**config.mk**
```make
export PLATFORM = sky130hd
export DESIGN_NAME = loop_ctrl
export DESIGN_NICKNAME = d
export VERILOG_FILES = /design/src/rtl/loop_ctrl.sv
export SDC_FILE = /design/constraint.sdc
export NUM_CORES = 1
export LEC_CHECK = 0
export CAP_MARGIN = 20
export CORE_MARGIN = 2
export CORE_UTILIZATION = 45
export DETAILED_ROUTE_END_ITERATION = 16
export MAX_ROUTING_LAYER = met4
export PLACE_DENSITY = 0.62
export SETUP_SLACK_MARGIN = 0.02
export SLEW_MARGIN = 20
export SYNTH_ARGS = -nofsm -noshare
export SYNTH_HDL_FRONTEND = slang
export SYNTH_SLANG_ARGS = --single-unit
```
**constraint.sdc**
```tcl
create_clock -name clk -period 4.7 [get_ports clk]
set_input_delay 0.47 -clock clk [delete_from_list [all_inputs] [get_ports clk]]
set_output_delay 0.47 -clock clk [all_outputs]
set_load 0.01 [all_outputs]
```
**src/rtl/loop_ctrl.sv**
```systemverilog
// loop_ctrl: bracket-loop sequencer for a byte-coded interpreter core.
// Resolves "[" / "]" instructions: keeps a return-address stack for
// open loops and, when a loop is skipped ("[" on a zero cell), scans
// program memory forward to find the matching "]".
//
// Ports
//   clk            rising-edge clock
//   reset          asynchronous active-high reset
//   cmd_valid      bracket instruction presented (accepted only in IDLE)
//   cmd_op[7:0]    opcode, 0x5B "[" or 0x5D "]"; anything else ignored
//   cmd_pc[7:0]    program address of the instruction
//   cell_zero      current data cell is zero
//   cmd_ready      high while idle
//   done           one-cycle pulse, next_pc valid
//   next_pc[7:0]   program address to continue from
//   scan_ren       program memory read enable (forward scan)
//   scan_addr[7:0] program memory read address
//   scan_rval[7:0] program byte, returned the cycle after scan_ren
//   err_clr        synchronous clear of the sticky error flags
//   err_overflow   sticky: push on a full stack
//   err_unmatched  sticky: unmatched bracket seen
//   depth[7:0]     stack occupancy, 0..STACK_DEPTH
module loop_ctrl #(
  parameter int unsigned STACK_DEPTH = 16
) (
  input  logic       clk,
  input  logic       reset,
  input  logic       cmd_valid,
  input  logic [7:0] cmd_op,
  input  logic [7:0] cmd_pc,
  input  logic       cell_zero,
  output logic       cmd_ready,
  output logic       done,
  output logic [7:0] next_pc,
  output logic       scan_ren,
  output logic [7:0] scan_addr,
  input  logic [7:0] scan_rval,
  input  logic       err_clr,
  output logic       err_overflow,
  output logic       err_unmatched,
  output logic [7:0] depth
);

  localparam int unsigned AW        = $clog2(STACK_DEPTH);
  localparam logic [7:0]  FULL      = 8'(STACK_DEPTH);
  localparam logic [7:0]  OP_OPEN   = 8'h5B;
  localparam logic [7:0]  OP_CLOSE  = 8'h5D;

  typedef enum logic [1:0] {IDLE, RESP, SCAN_RD, SCAN_CHK} state_t;

  state_t      state_q, state_d;
  logic [7:0]  stack_q [STACK_DEPTH];
  logic [7:0]  depth_q, depth_d;
  logic [8:0]  nest_q, nest_d;
  logic [7:0]  next_pc_q, next_pc_d;
  logic [7:0]  scan_addr_q, scan_addr_d;
  logic [7:0]  start_pc_q, start_pc_d;
  logic        err_ovf_q, err_ovf_d;
  logic        err_unm_q, err_unm_d;

  logic          push_en, pop_en;
  logic          set_ovf, set_unm;
  logic [AW-1:0] push_idx, top_idx;
  logic [7:0]    top_val;
  logic [7:0]    pc_inc, addr_inc;
  logic [8:0]    nest_nxt;

  assign push_idx = AW'(depth_q);
  assign top_idx  = AW'(depth_q - 8'd1);
  assign top_val  = stack_q[top_idx];
  assign pc_inc   = cmd_pc + 8'd1;
  assign addr_inc = scan_addr_q + 8'd1;

  always_comb begin
    nest_nxt = nest_q;
    case (scan_rval)
      OP_OPEN:  nest_nxt = nest_q + 9'd1;
      OP_CLOSE: nest_nxt = nest_q - 9'd1;
      default:  nest_nxt = nest_q;
    endcase
  end

  always_comb begin
    state_d     = state_q;
    nest_d      = nest_q;
    next_pc_d   = next_pc_q;
    scan_addr_d = scan_addr_q;
    start_pc_d  = start_pc_q;
    push_en     = 1'b0;
    pop_en      = 1'b0;
    set_ovf     = 1'b0;
    set_unm     = 1'b0;

    case (state_q)
      IDLE: begin
        if (cmd_valid) begin
          if (cmd_op == OP_OPEN) begin
            if (cell_zero) begin
              nest_d      = 9'd1;
              scan_addr_d = pc_inc;
              start_pc_d  = cmd_pc;
              state_d     = SCAN_RD;
            end else begin
              if (depth_q == FULL) set_ovf = 1'b1;
              else                 push_en = 1'b1;
              next_pc_d = pc_inc;
              state_d   = RESP;
            end
          end else if (cmd_op == OP_CLOSE) begin
            if (depth_q == 8'd0) begin
              set_unm   = 1'b1;
              next_pc_d = pc_inc;
            end else if (cell_zero) begin
              pop_en    = 1'b1;
              next_pc_d = pc_inc;
            end else begin
              // Jump past the "[" so it is not evaluated again.
              next_pc_d = top_val + 8'd1;
            end
            state_d = RESP;
          end
        end
      end
      SCAN_RD: state_d = SCAN_CHK;
      SCAN_CHK: begin
        nest_d = nest_nxt;
        if (scan_rval == 8'h00) begin
          set_unm   = 1'b1;
          next_pc_d = scan_addr_q;
          state_d   = RESP;
        end else if (nest_nxt == 9'd0) begin
          next_pc_d = addr_inc;
          state_d   = RESP;
        end else if (addr_inc == start_pc_q) begin
          // Whole address space scanned without finding a match.
          set_unm     = 1'b1;
          scan_addr_d = addr_inc;
          next_pc_d   = addr_inc;
          state_d     = RESP;
        end else begin
          scan_addr_d = addr_inc;
          state_d     = SCAN_RD;
        end
      end
      RESP: state_d = IDLE;
      default: state_d = IDLE;
    endcase
  end

  always_comb begin
    depth_d = depth_q;
    if (push_en)     depth_d = depth_q + 8'd1;
    else if (pop_en) depth_d = depth_q - 8'd1;
  end

  // A flag being set in the same cycle as err_clr stays set.
  assign err_ovf_d = set_ovf ? 1'b1 : (err_clr ? 1'b0 : err_ovf_q);
  assign err_unm_d = set_unm ? 1'b1 : (err_clr ? 1'b0 : err_unm_q);

  always_ff @(posedge clk or posedge reset) begin
    if (reset) begin
      state_q     <= IDLE;
      depth_q     <= '0;
      nest_q      <= '0;
      next_pc_q   <= '0;
      scan_addr_q <= '0;
      start_pc_q  <= '0;
      err_ovf_q   <= 1'b0;
      err_unm_q   <= 1'b0;
    end else begin
      state_q     <= state_d;
      depth_q     <= depth_d;
      nest_q      <= nest_d;
      next_pc_q   <= next_pc_d;
      scan_addr_q <= scan_addr_d;
      start_pc_q  <= start_pc_d;
      err_ovf_q   <= err_ovf_d;
      err_unm_q   <= err_unm_d;
    end
  end

  always_ff @(posedge clk or posedge reset) begin
    if (reset) begin
      for (int unsigned i = 0; i < STACK_DEPTH; i++) stack_q[i] <= '0;
    end else if (push_en) begin
      stack_q[push_idx] <= cmd_pc;
    end
  end

  assign cmd_ready     = (state_q == IDLE);
  assign done          = (state_q == RESP);
  assign scan_ren      = (state_q == SCAN_RD);
  assign next_pc       = next_pc_q;
  assign scan_addr     = scan_addr_q;
  assign err_overflow  = err_ovf_q;
  assign err_unmatched = err_unm_q;
  assign depth         = depth_q;

endmodule
```
Word-level counts from Yosys, hierarchy flattened:

Cells that the tools add are included.

* register bits after elaboration: 173
* input port bits: 29
* output and inout port bits: 29
* word-level logic and storage cells: 131

* add/sub/neg operators: 7
* magnitude comparators: 3
* eq/ne operators: 17
* muxes and demuxes: 64
* bitwise gates (word level): 2
* reductions and logical operators: 14

Operators with widths (count)
* 8-bit two-way mux: 19
* 128-bit bitwise mux: 1
* 9-bit case mux with 2 select lines: 2
* 8-bit by 1-bit adder with 8-bit output (second input constant): 4
* 8-bit binary-select mux with 4-bit select: 1
* 8-bit demux with 4-bit select: 1
* 8-bit by 7-bit equality test with 1-bit output (second input constant): 4
* 8-bit case mux with 2 select lines: 2
* 9-bit two-way mux: 3
* 1-bit two-way mux: 26
* 8-bit zero test: 2
* 2-bit two-way mux: 7
* 5-bit greater-or-equal comparator (second input constant): 2
* 4-bit inverter with 5-bit output: 2
* 9-bit by 1-bit adder with 9-bit output (second input constant): 1
* 9-bit zero test: 1
* 9-bit by 1-bit subtractor with 9-bit output (second input constant): 1
* 8-bit by 5-bit equality test with 1-bit output (second input constant): 1
* 8-bit equality test: 1
* 2-bit != test (second input constant): 4
* 2-bit case mux with 4 select lines: 1
* 4-bit AND reduction: 2
* 2-bit nonzero test: 4
* 8-bit by 1-bit subtractor with 8-bit output (second input constant): 1
* other kinds (13): 14

Depth between registers and ports, before layout:

Gate-level depths: netlist (run 1).

* word-level depth: 12
* gate-level depth with buffers: 15
* depth with buffers taken out: 13

Worst setup path after synthesis (run 1):

Ideal clock, no wire load.

* kind: reg2reg
* from: register depth_q[0] (netlist: depth[0])
* to: register next_pc_q[1] (netlist: next_pc[1])
* arrival time: 3319 ps
* data required time: 4575 ps
* setup slack: 1256 ps
* stages on the path, launching flop included: 14
* path buffers: 2
* cells stage by stage: dfrtp_1 buf_2 clkinv_1 ha_1 clkbuf_1 mux4_2 and2_1 a211oi_1 a21oi_1 ha_1 mux2_2 nor2_1 a21oi_1 mux2_2

* cells in the longest elaborated chain, start to end: 12
* elaborated cells on any way between the ends: 13
* those cells by class: add/sub (2); mux (9); bitwise (1); reduce/logical (1)

Ends and longest elaborated chain
* start: declaration: RTL line 53 `logic [7:0] depth_q, depth_d;`
* start signal: assignment: RTL line 172 `depth_q <= depth_d;`
* 8-bit by 1-bit subtractor with 8-bit output
* 4-bit inverter with 5-bit output (not written as such): RTL line 70 `assign top_val = stack_q[top_idx];`
* 8-bit binary-select mux with 4-bit select: RTL line 70
* 8-bit two-way mux (not written as such) (2 in a row): RTL line 70
* 8-bit by 1-bit adder with 8-bit output: RTL line 118 `next_pc_d = top_val + 8'd1;`
* 8-bit two-way mux: RTL line 113 `end else if (cell_zero) begin`
* 8-bit two-way mux *: RTL line 110 `if (depth_q == 8'd0) begin`
* 8-bit two-way mux *: RTL line 109 `end else if (cmd_op == OP_CLOSE) begin`
* 8-bit two-way mux *: RTL line 97 `if (cmd_op == OP_OPEN) begin`
* 8-bit two-way mux *: RTL line 96 `if (cmd_valid) begin`
* 8-bit case mux with 2 select lines *: RTL line 94 `case (state_q)`
* end signal: assignment: RTL line 174 `next_pc_q <= next_pc_d;`
* end: declaration: RTL line 55 `logic [7:0] next_pc_q, next_pc_d;`

Every way passes the cells marked *; elsewhere a longest branch is shown, timed or not. The select of a mux whose other input is x is not followed.
A chain may end at the register's enable or synchronous reset.

Worst setup path in the final report (run 1):

* from: register depth_q[0] (netlist: depth[0])
* to: register next_pc_q[4] (netlist: next_pc[4])

The elaborated chain is that of the path after synthesis.

==> flow_metrics.py, run 1 <==
metrics = {
    "detailed_routing": {
        "wl_per_cell_um": 19.9,
        "viasPerCell": 5.75,
        "routed_wirelength_um": 22400,
        "dr.first_iter.drc_count": 376,
        "drc": 0,
        "vias": 6489,
        "ant_nets": 0,
        "dr.pass1.iters": 4,
    },
    "placed_design": {
        "dp_slack_ns": 0.509,
        "port_buffers": 57,
        "place.gp.congestion": 0.881,
        "hpwlAfterDp_um": 16100,
        "place_inst": 1098,
    },
    "synthesis": {
        "synth_edf_count": 0,
        "ys_seq_area_share_pct": 45.7,
        "ys_seq_elements": 173,
        "ys_top_cells_by_count": "dfrtp_1 (173), mux2_2 (140), nand2_1 (62)",
        "yosysUniqueCellTypes": 67,
        "post_synth_inst_count": 801,
        "ys_top_cells_by_area": "dfrtp_1 (46%), mux2_2 (17%), mux4_2 (7.6%), ha_1 (2.5%), xnor2_1 (2.5%)",
        "synth_top_area_cell": "dfrtp_1",
        "synth_area_per_cell_um2": 11.8,
        "yosysMostFrequentCell": "dfrtp_1",
        "syn_nets": 850,
        "yosysTopAreaCellShare_pct": 45.7,
        "yosysWarnings": 0,
        "async_flop_share_pct": 100,
        "synth_area_mm2": 0.00947,
        "ys.flop_type": "dfrtp_1",
    },
    "power": {
        "p_sw_share_pct": 32.3,
        "vdd_ir_drop_max_mv": 0.270,
        "p_switching_mw": 1.42,
        "internal_power_mw": 2.98,
        "power_frac_clock_pct": 33.0,
        "p_per_area_mw_per_mm2": 405,
        "power_frac_seq_pct": 39.4,
        "p_leak_nw": 4.93,
        "p_comb_share_pct": 27.6,
    },
    "worst_setup_path": {
        "cp-startpoint": "depth[0]",
        "r2r_end": "next_pc[4]",
        "endpoint_kind": "flip-flop",
        "slowest_delay_ns": 0.63,
        "cp_max_fo": 13,
        "crit_arrival_ns": 4.10,
        "slowest_stage": "xor2_2",
        "critical_path.cell_chain": "clkinv_1 > ha_1 > xor2_2 > buf_4 > and2_1 > a211oi_1 > a21oi_1 > ha_1 > inv_1 > a211oi_1 > nand2_1 > xnor2_1 > o311ai_1 > o21ai_1",
        "start_kind": "flip-flop",
        "timing.rr.start": "depth[0]",
        "r2r_setup_slack_ns": 0.89,
        "worst-setup-path-type": "flip-flop to flip-flop",
        "critical_path.top_delay_family": "compound AO/OA/AOI/OAI gates",
        "crit_required_ns": 4.99,
        "r2r_cells": 14,
        "path_buf_inv": 3,
    },
    "min_path": {
        "worstHoldEndpoint": "err_overflow",
        "min_from": "err_overflow",
        "worst_hold_path.num_cells": 1,
        "hp-class": "flip-flop to flip-flop",
    },
    "clock_tree": {
        "htree_levels": 4,
        "clock_latency_ns": 0.44,
        "clkTransAtPathRegs_ns": 0.07,
        "clock_sink_count": 173,
        "hold_buffers": 0,
        "cts_setup_buffers": 0,
        "root_buffer": "clkbuf_16",
        "cts_buffer_depth": 2,
        "cts_resized": 0,
        "tritoncts": "built",
        "numCtsBuffers": 17,
    },
    "die": {
        "std_cell_rows": 53,
        "core_area_mm2": 0.0208,
        "start_util_pct": 45.5,
        "die_w_um": 149,
        "dieArea_mm2": 0.0222,
        "io-pin-count": 58,
        "fp.dieH_um": 149,
    },
    "status": {
        "status": "complete, no violations",
    },
    "sta": {
        "tightest_slew_ns": 0.912,
        "worst_hold_slack_ns": 0.492,
        "worst_slack_ns": 0.892,
        "fin_crit_sh_pct": 81.0,
        "hold_viol_final": 0,
        "rsz0062_at_grt": "false",
        "period_minus_slack_ns": 3.81,
        "finalSetupViolCount": 0,
        "fmax_ghz": 0.263,
        "slew_headroom_pct": 39.0,
        "clock_skew_ns": 0.0107,
        "slew_violations": 0,
        "tns_ns": 0,
    },
    "cells_and_area": {
        "stdcell_count": 1128,
        "synthToLayoutAreaGrowth_pct": 14.9,
        "antennaDiodeCount": 0,
        "drive_gt1_share_pct": 26.5,
        "nets": 891,
    },
    "flow_run": {
        "cap_violations": 0,
    },
    "global_route": {
        "grt_overflow": 0,
        "antenna_found_initial": 0,
        "grt_max_degree": 122,
        "grtUsageTotal_pct": 21.8,
        "grt_pass1_vias": 6725,
        "grt_pass1_wl_um": 36500,
    },
}
flip-flops by register name, indices dropped and copies added (netlist names):
signal	cells
stack_q	128
nest_q	9
depth	8
next_pc	8
scan_addr	8
start_pc_q	8
state_q	2
err_overflow	1
err_unmatched	1
worst max path at each step:
stage	cells after the start	to	slack, ns
final	14	next_pc[4]	0.89
after global routing	14	next_pc[4]	0.51
after CTS	14	next_pc[6]	0.88
after detailed placement	12	next_pc[1]	0.51
after global placement	12	next_pc[3]	0.62
after floorplan	13	next_pc[1]	1.26
final cells by class:
type / instances / area (um^2)
inverter: 22 / 86.3
multi-input combinational: 559 / 4850
clock inverter: 12 / 163
timing repair buffer: 69 / 673
fill: 1823 / 9940
clock buffer: 18 / 439
sequential: 173 / 4330
tap: 275 / 344
cell families (layout without fill, tap and decap cells):
group / count (synthesis) / after routing / share of synthesized area, %
multiplexers: 187 / 187 / 25.9
AO/OA/AOI/OAI: 120 / 120 / 8.50
XOR/XNOR: 45 / 45 / 4.16
flip-flops: 173 / 173 / 45.7
buffers and inverters: 69 / 121 / 3.16
AND/OR/NAND/NOR: 187 / 187 / 9.87
adder cells (fa/ha/maj): 20 / 20 / 2.72
cell usage in the layout, fill, tap and decap left out, types with 5 or more instances in the layout:
cell type,n
inv_1,20
and3_1,6
mux2_2,140
a211oi_1,10
nand3_1,27
nor3_1,18
xor2_1,17
o21ai_0,28
clkbuf_16,17
a21oi_1,28
nor2_1,31
and2_1,9
o211ai_1,6
nand2b_1,8
ha_1,19
nor2b_1,5
dfrtp_1,172
clkdlybuf4s50_1,57
xnor2_1,27
mux2i_1,15
mux4_2,32
a31oi_1,9
nand2_1,62
buf_4,11
power groups by stage:
stage	Combinational (mW)	Clock, mW	Sequential (mW)
floorplan	0.894	0	1.70
global placement	1.20	0	1.76
detailed placement	1.22	0	1.77
CTS	1.23	1.48	1.74
global route	1.35	1.54	1.75
finish	1.22	1.45	1.74
per-layer routing:
layer	part of all wire [%]	global-route usage (%)
met5	0	-
met4	1.1	5.48
met3	3.9	3.88
met1	46	29.1
met2	49	35.0
worst reg2reg max path: cells and delay by family, from the launching register on:
| family | cells | cell delay, ns |
|---|---|---|
| DFF | 1 | 0.36 |
| AOI/OAI and AO/OA | 5 | 0.85 |
| and+or+nand+nor | 2 | 0.27 |
| buffers and inverters | 3 | 0.76 |
| adders and majority gates | 2 | 0.66 |
| xor gates and xnor gates | 2 | 0.78 |
per-stage QoR:
stage | area [um^2] | total power [mW] | utilization (%)
after floorplan | 9470 | 2.60 | -
after global placement | 10300 | 2.96 | 49.4
after detailed placement | 10300 | 2.99 | 49.4
after CTS | 10900 | 4.44 | 52.3
after global routing | 10900 | 4.64 | 52.3
final | 10900 | 4.41 | 52.3
No activity file was read; power rests on OpenSTA's default activity.
==> inputs of run 2 (changes only) <==
==> constraint.sdc (replaced) <==
create_clock -name clk -period 3.3 [get_ports clk]
set_input_delay 0.33 -clock clk [delete_from_list [all_inputs] [get_ports clk]]
set_output_delay 0.33 -clock clk [all_outputs]
set_load 0.01 [all_outputs]
==> flow_metrics.py, run 2 (synthesized netlist as in run 1, its figures left out) <==
metrics = {
    "status": {
        "status": "complete, no violations",
    },
    "detailed_routing": {
        "drc": 0,
        "ant_nets": 0,
        "top_layer_used": "met4",
        "dr.pass1.iters": 4,
        "wl_met1_um": 11000,
        "viasPerCell": 5.75,
        "dr_wl_met3_um": 967,
        "routed_wirelength_um": 24000,
        "vias": 6877,
        "wl_per_cell_um": 20.0,
        "wl_met2_um": 11600,
        "dr.first_iter.drc_count": 405,
    },
    "clock_tree": {
        "numCtsBuffers": 17,
        "clkTransAtPathRegs_ns": 0.07,
        "clock_latency_ns": 0.43,
        "cts_buffer_depth": 2,
        "tritoncts": "built",
        "root_buffer": "clkbuf_16",
        "htree_levels": 4,
        "clock_sink_count": 173,
    },
    "die": {
        "core_area_mm2": 0.0208,
        "die_w_um": 149,
        "std_cell_rows": 53,
        "fp.dieH_um": 149,
        "io-pin-count": 58,
        "dieArea_mm2": 0.0222,
        "start_util_pct": 45.5,
    },
    "power": {
        "p_per_area_mw_per_mm2": 571,
        "p_sw_share_pct": 32.2,
        "internal_power_mw": 4.47,
        "vdd_ir_drop_max_mv": 0.370,
        "power_frac_clock_pct": 32.1,
        "p_comb_share_pct": 31.8,
        "p_leak_nw": 5.29,
        "p_switching_mw": 2.13,
        "power_frac_seq_pct": 36.2,
    },
    "global_route": {
        "grt_pass1_vias": 7010,
        "grtUsageTotal_pct": 23.2,
        "grt_overflow": 0,
        "grt_max_degree": 60,
        "antenna_found_initial": 0,
        "grt_pass1_wl_um": 38400,
    },
    "sta": {
        "fmax_ghz": 0.318,
        "period_minus_slack_ns": 3.14,
        "tns_ns": 0,
        "slew_headroom_pct": 49.8,
        "finalSetupViolCount": 0,
        "fin_crit_sh_pct": 95.3,
        "clock_skew_ns": 0.0111,
        "rsz0062_at_grt": "true",
        "slew_violations": 0,
        "hold_viol_final": 0,
        "tightest_slew_ns": 0.750,
    },
    "cells_and_area": {
        "postLayoutCoreUtil_pct": 55.5,
        "antennaDiodeCount": 0,
        "drive_gt1_share_pct": 33.0,
        "nets": 956,
        "synthToLayoutAreaGrowth_pct": 22.0,
        "largestRegisters": "stack_q (128), nest_q (9)",
        "largest_register_ffs": 128,
        "largest_register": "stack_q",
        "mostFrequentLayoutCell": "dfrtp_1",
        "mostFrequentLayoutCells": "dfrtp_1 (172), mux2_2 (140), buf_4 (70), nand2_1 (62), clkdlybuf4s50_1 (57)",
    },
    "worst_setup_path": {
        "worst-setup-path-type": "flip-flop to flip-flop",
        "crit_required_ns": 3.61,
        "start_kind": "flip-flop",
        "crit_arrival_ns": 3.45,
        "cp_max_fo": 4,
        "r2r_setup_slack_ns": 0.16,
        "endpoint_kind": "flip-flop",
    },
    "min_path": {
        "hp-class": "primary input to async pin",
    },
    "flow_run": {
        "cap_violations": 0,
    },
    "placed_design": {
        "place.gp.congestion": 0.876,
        "port_buffers": 57,
        "hpwlAfterDp_um": 17200,
    },
}
run 2: cell count changes in the layout (fill, tap and decap cells not counted), sizes merged:
cell and delta:
buf +65, inv +2, clkbuf +2, clkinv -2
run 2: area by class of cell:
| type | instances | area (um^2) |
|---|---|---|
| timing repair buffer | 134 | 1240 |
| multi-input combinational | 559 | 4930 |
| inverter | 22 | 87.6 |
| sequential | 173 | 4330 |
| fill | 1771 | 9270 |
| tap | 275 | 344 |
| clock inverter | 12 | 179 |
| clock buffer | 20 | 447 |
run 2: stage by stage:
stage | total power [mW] | std cells | cell area (um^2) | hold slack (ns) | setup slack (ns)
6_report | 6.60 | 1195 | 11500 | 0.365 | 0.156
5_1_grt | 6.94 | 1195 | 11500 | 0.414 | 0.00467
4_1_cts | 6.62 | 1194 | 11500 | 0.388 | 0.0353
3_5_place_dp | 4.50 | 1162 | 10800 | 0.478 | -0.441
3_3_place_gp | 4.47 | 1162 | 10800 | 0.476 | -0.286
2_1_floorplan | 3.70 | 801 | 9470 | 0.474 | 0.131
run 2: what timing repair did:
action / CTS / global route
resized for setup: 1 / 12
setup buffers: 0 / 1
endpoints found under the hold margin: 0 / 0
pin swaps: 0 / 5
hold buffers: 0 / 0
endpoints found under the setup margin: 2 / 14
run 2: critical path, cell delays in order, from the launching register on:
cell,delay (ns)
dfrtp_2,0.40
clkinv_2,0.08
ha_1,0.39
buf_4,0.19
mux4_2,0.56
a211oi_4,0.30
a21oi_1,0.10
ha_1,0.33
mux2_2,0.26
nor2_1,0.08
a21oi_1,0.05
mux2_2,0.28
run 2: worst paths after layout:
path	endpoint	start	cells past startpoint
worst max-delay path	next_pc[1]	depth[0]	11
worst min-delay path	stack_q[120]	reset	2
worst max register to register	next_pc[1]	depth[0]	11
worst min register to register	err_overflow	err_overflow	1
max in group asynchronous	stack_q[1]	reset	3
min in group clk	err_overflow	err_overflow	1
run 2: metal layers:
layer | vias up | track usage [%]
li1 | 3162 | -
met1 | 3532 | 31.3
met2 | 163 | 37.2
met3 | 20 | 3.67
met4 | 0 | 5.52
met5 | - | -
run 2: power groups by stage:
| stage | registers (mW) | clock network [mW] | logic [mW] |
|---|---|---|---|
| 5_1_grt | 2.40 | 2.25 | 2.30 |
| 3_5_place_dp | 2.43 | 0 | 2.08 |
| 3_3_place_gp | 2.42 | 0 | 2.05 |
| 6_report | 2.39 | 2.11 | 2.10 |
| 4_1_cts | 2.38 | 2.15 | 2.09 |
| 2_1_floorplan | 2.43 | 0 | 1.27 |
==> inputs of run 3 (changes only) <==
--- a/config.mk
+++ b/config.mk
@@ -11,7 +11,9 @@
 export DETAILED_ROUTE_END_ITERATION = 16
 export MAX_ROUTING_LAYER = met4
 export PLACE_DENSITY = 0.62
-export SETUP_SLACK_MARGIN = 0.02
+export REMOVE_ABC_BUFFERS = 1
+export SETUP_SLACK_MARGIN = 0.2
+export SKIP_LAST_GASP = 1
 export SLEW_MARGIN = 20
 export SYNTH_ARGS = -nofsm -noshare
 export SYNTH_HDL_FRONTEND = slang
==> flow_metrics.py, run 3 (synthesized netlist as in run 1, its figures left out) <==
metrics = {
    "global_route": {
        "grt_pass1_wl_um": 38800,
        "grt_pass1_vias": 7168,
        "grt_max_degree": 71,
        "grt_overflow": 0,
        "grtUsageTotal_pct": 23.4,
        "antenna_found_initial": 0,
    },
    "clock_tree": {
        "htree_levels": 4,
        "tritoncts": "built",
        "clock_latency_ns": 0.43,
        "clock_sink_count": 173,
        "cts_buffer_depth": 2,
        "clkTransAtPathRegs_ns": 0.07,
        "root_buffer": "clkbuf_16",
        "numCtsBuffers": 17,
    },
    "detailed_routing": {
        "vias": 6864,
        "ant_nets": 0,
        "routed_wirelength_um": 24300,
        "viasPerCell": 5.74,
        "dr.pass1.iters": 4,
        "drc": 0,
        "dr.first_iter.drc_count": 346,
        "wl_per_cell_um": 20.4,
    },
    "cells_and_area": {
        "largest_register_ffs": 128,
        "register_area_mm2": 0.00433,
        "mostFrequentLayoutCells": "dfrtp_1 (172), mux2_2 (140), buf_4 (72), nand2_1 (62), clkdlybuf4s50_1 (50)",
        "multiInputGateArea_mm2": 0.00501,
        "drive_gt1_share_pct": 34.6,
        "postLayoutCoreUtil_pct": 55.5,
        "synthToLayoutAreaGrowth_pct": 22.2,
        "antennaDiodeCount": 0,
        "nets": 956,
        "largest_register": "stack_q",
        "mostFrequentLayoutCell": "dfrtp_1",
        "largestRegisters": "stack_q (128), nest_q (9)",
        "fill_cells": 1795,
        "postLayoutCellArea_mm2": 0.0116,
    },
    "placed_design": {
        "dpl-instance-area_mm2": 0.0107,
        "place.gp.congestion": 0.906,
        "port_buffers": 57,
        "hpwlAfterDp_um": 17400,
        "dp_slack_ns": -0.445,
    },
    "sta": {
        "slew_headroom_pct": 50.0,
        "fmax_ghz": 0.337,
        "fin_crit_sh_pct": 90.0,
        "tightest_slew_ns": 0.748,
        "worst_slack_ns": 0.331,
        "clock_skew_ns": 0.0126,
        "finalSetupViolCount": 0,
        "hold_viol_final": 0,
        "rsz0062_at_grt": "true",
        "slew_violations": 0,
        "period_minus_slack_ns": 2.97,
        "worst_hold_slack_ns": 0.384,
    },
    "die": {
        "die_w_um": 149,
        "fp.dieH_um": 149,
        "std_cell_rows": 53,
        "start_util_pct": 45.5,
        "dieArea_mm2": 0.0222,
        "io-pin-count": 58,
        "core_area_mm2": 0.0208,
    },
    "worst_setup_path": {
        "critical_path.cell_chain": "clkinvlp_4 > ha_4 > mux4_2 > and2_1 > a211oi_1 > a21oi_1 > ha_1 > mux2_2 > nor2_1 > a21oi_1 > mux2_2",
        "cp_max_fo": 7,
        "r2r_cells": 11,
        "r2r_setup_slack_ns": 0.33,
        "r2r_end": "next_pc[1]",
        "start_kind": "flip-flop",
        "slowest_delay_ns": 0.41,
        "crit_arrival_ns": 3.29,
        "worst-setup-path-type": "flip-flop to flip-flop",
        "timing.rr.start": "depth[0]",
        "crit_required_ns": 3.62,
        "slowest_stage": "dfrtp_2",
        "endpoint_kind": "flip-flop",
    },
    "power": {
        "vdd_ir_drop_max_mv": 0.376,
        "p_per_area_mw_per_mm2": 561,
        "p_leak_nw": 5.32,
    },
    "status": {
        "status": "complete, no violations",
    },
    "flow_run": {
        "cap_violations": 0,
    },
    "min_path": {
        "hp-class": "primary input to async pin",
    },
}
## run 3: cell count changes in the layout (fill, tap and decap cells not counted), sizes merged, moves of 2 or more
| cell | before | now |
|---|---|---|
| inv | 25 | 27 |
| clkdlybuf4s50 | 57 | 50 |
| dlymetal6s2s | 0 | 7 |
| bufinv | 3 | 1 |
## run 3: worst max-delay path: cells and delay by family, from the launching register on
kind	cells	cell delay, ns
adders and majority gates	2	0.71
buffers and inverters	1	0.16
and+or+nand+nor	2	0.26
muxes	3	0.87
AOI/OAI and AO/OA	3	0.46
DFF	1	0.41
## run 3: final cells by class
cell class                 count  area share (%)
tap                          275            2.98
sequential                   173            37.4
clock buffer                  19            3.83
clock inverter                13            1.14
timing repair buffer         134            10.5
inverter                      22           0.833
multi-input combinational    559            43.3
## run 3: per-layer routing
layer	track usage, %	share of wire, %
met1	30.4	44
met4	6.14	1.3
met5	-	0
met3	3.79	3.9
met2	38.6	51
## run 3: metrics by stage
step	TNS, ns	cells	power, mW
after floorplan	-331.65	754	3.59
after global placement	-3.53	1156	4.46
after detailed placement	-6.44	1156	4.50
after CTS	0	1190	6.48
after global routing	0	1195	6.83
final	0	1195	6.49
## run 3: what timing repair did
action                     4_1_cts  5_1_grt
buffers inserted                 2        4
resized for setup               11       33
setup endpoints to repair       18       82
pin swaps                        3       12
hold buffers                     0        0
gates cloned                     0        1
## run 3: worst max-delay path by stage
stage / start / endpoint / slack [ns] / depth (start not counted)
floorplan: depth[0] / next_pc[6] / -2.00 / 13
global placement: scan_rval[6] / next_pc[6] / -0.32 / 16
detailed placement: scan_rval[1] / next_pc[6] / -0.44 / 16
CTS: scan_rval[6] / next_pc[6] / 0.20 / 17
global route: state_q[1] / stack_q[103] / 0.1 / 8
finish: depth[0] / next_pc[1] / 0.33 / 11
## run 3: power breakdown
part           total (mW)  internal (mW)  switching, mW
clock                1.97           1.08          0.888
combinational        2.14           1.00           1.13
sequential           2.39           2.25          0.131
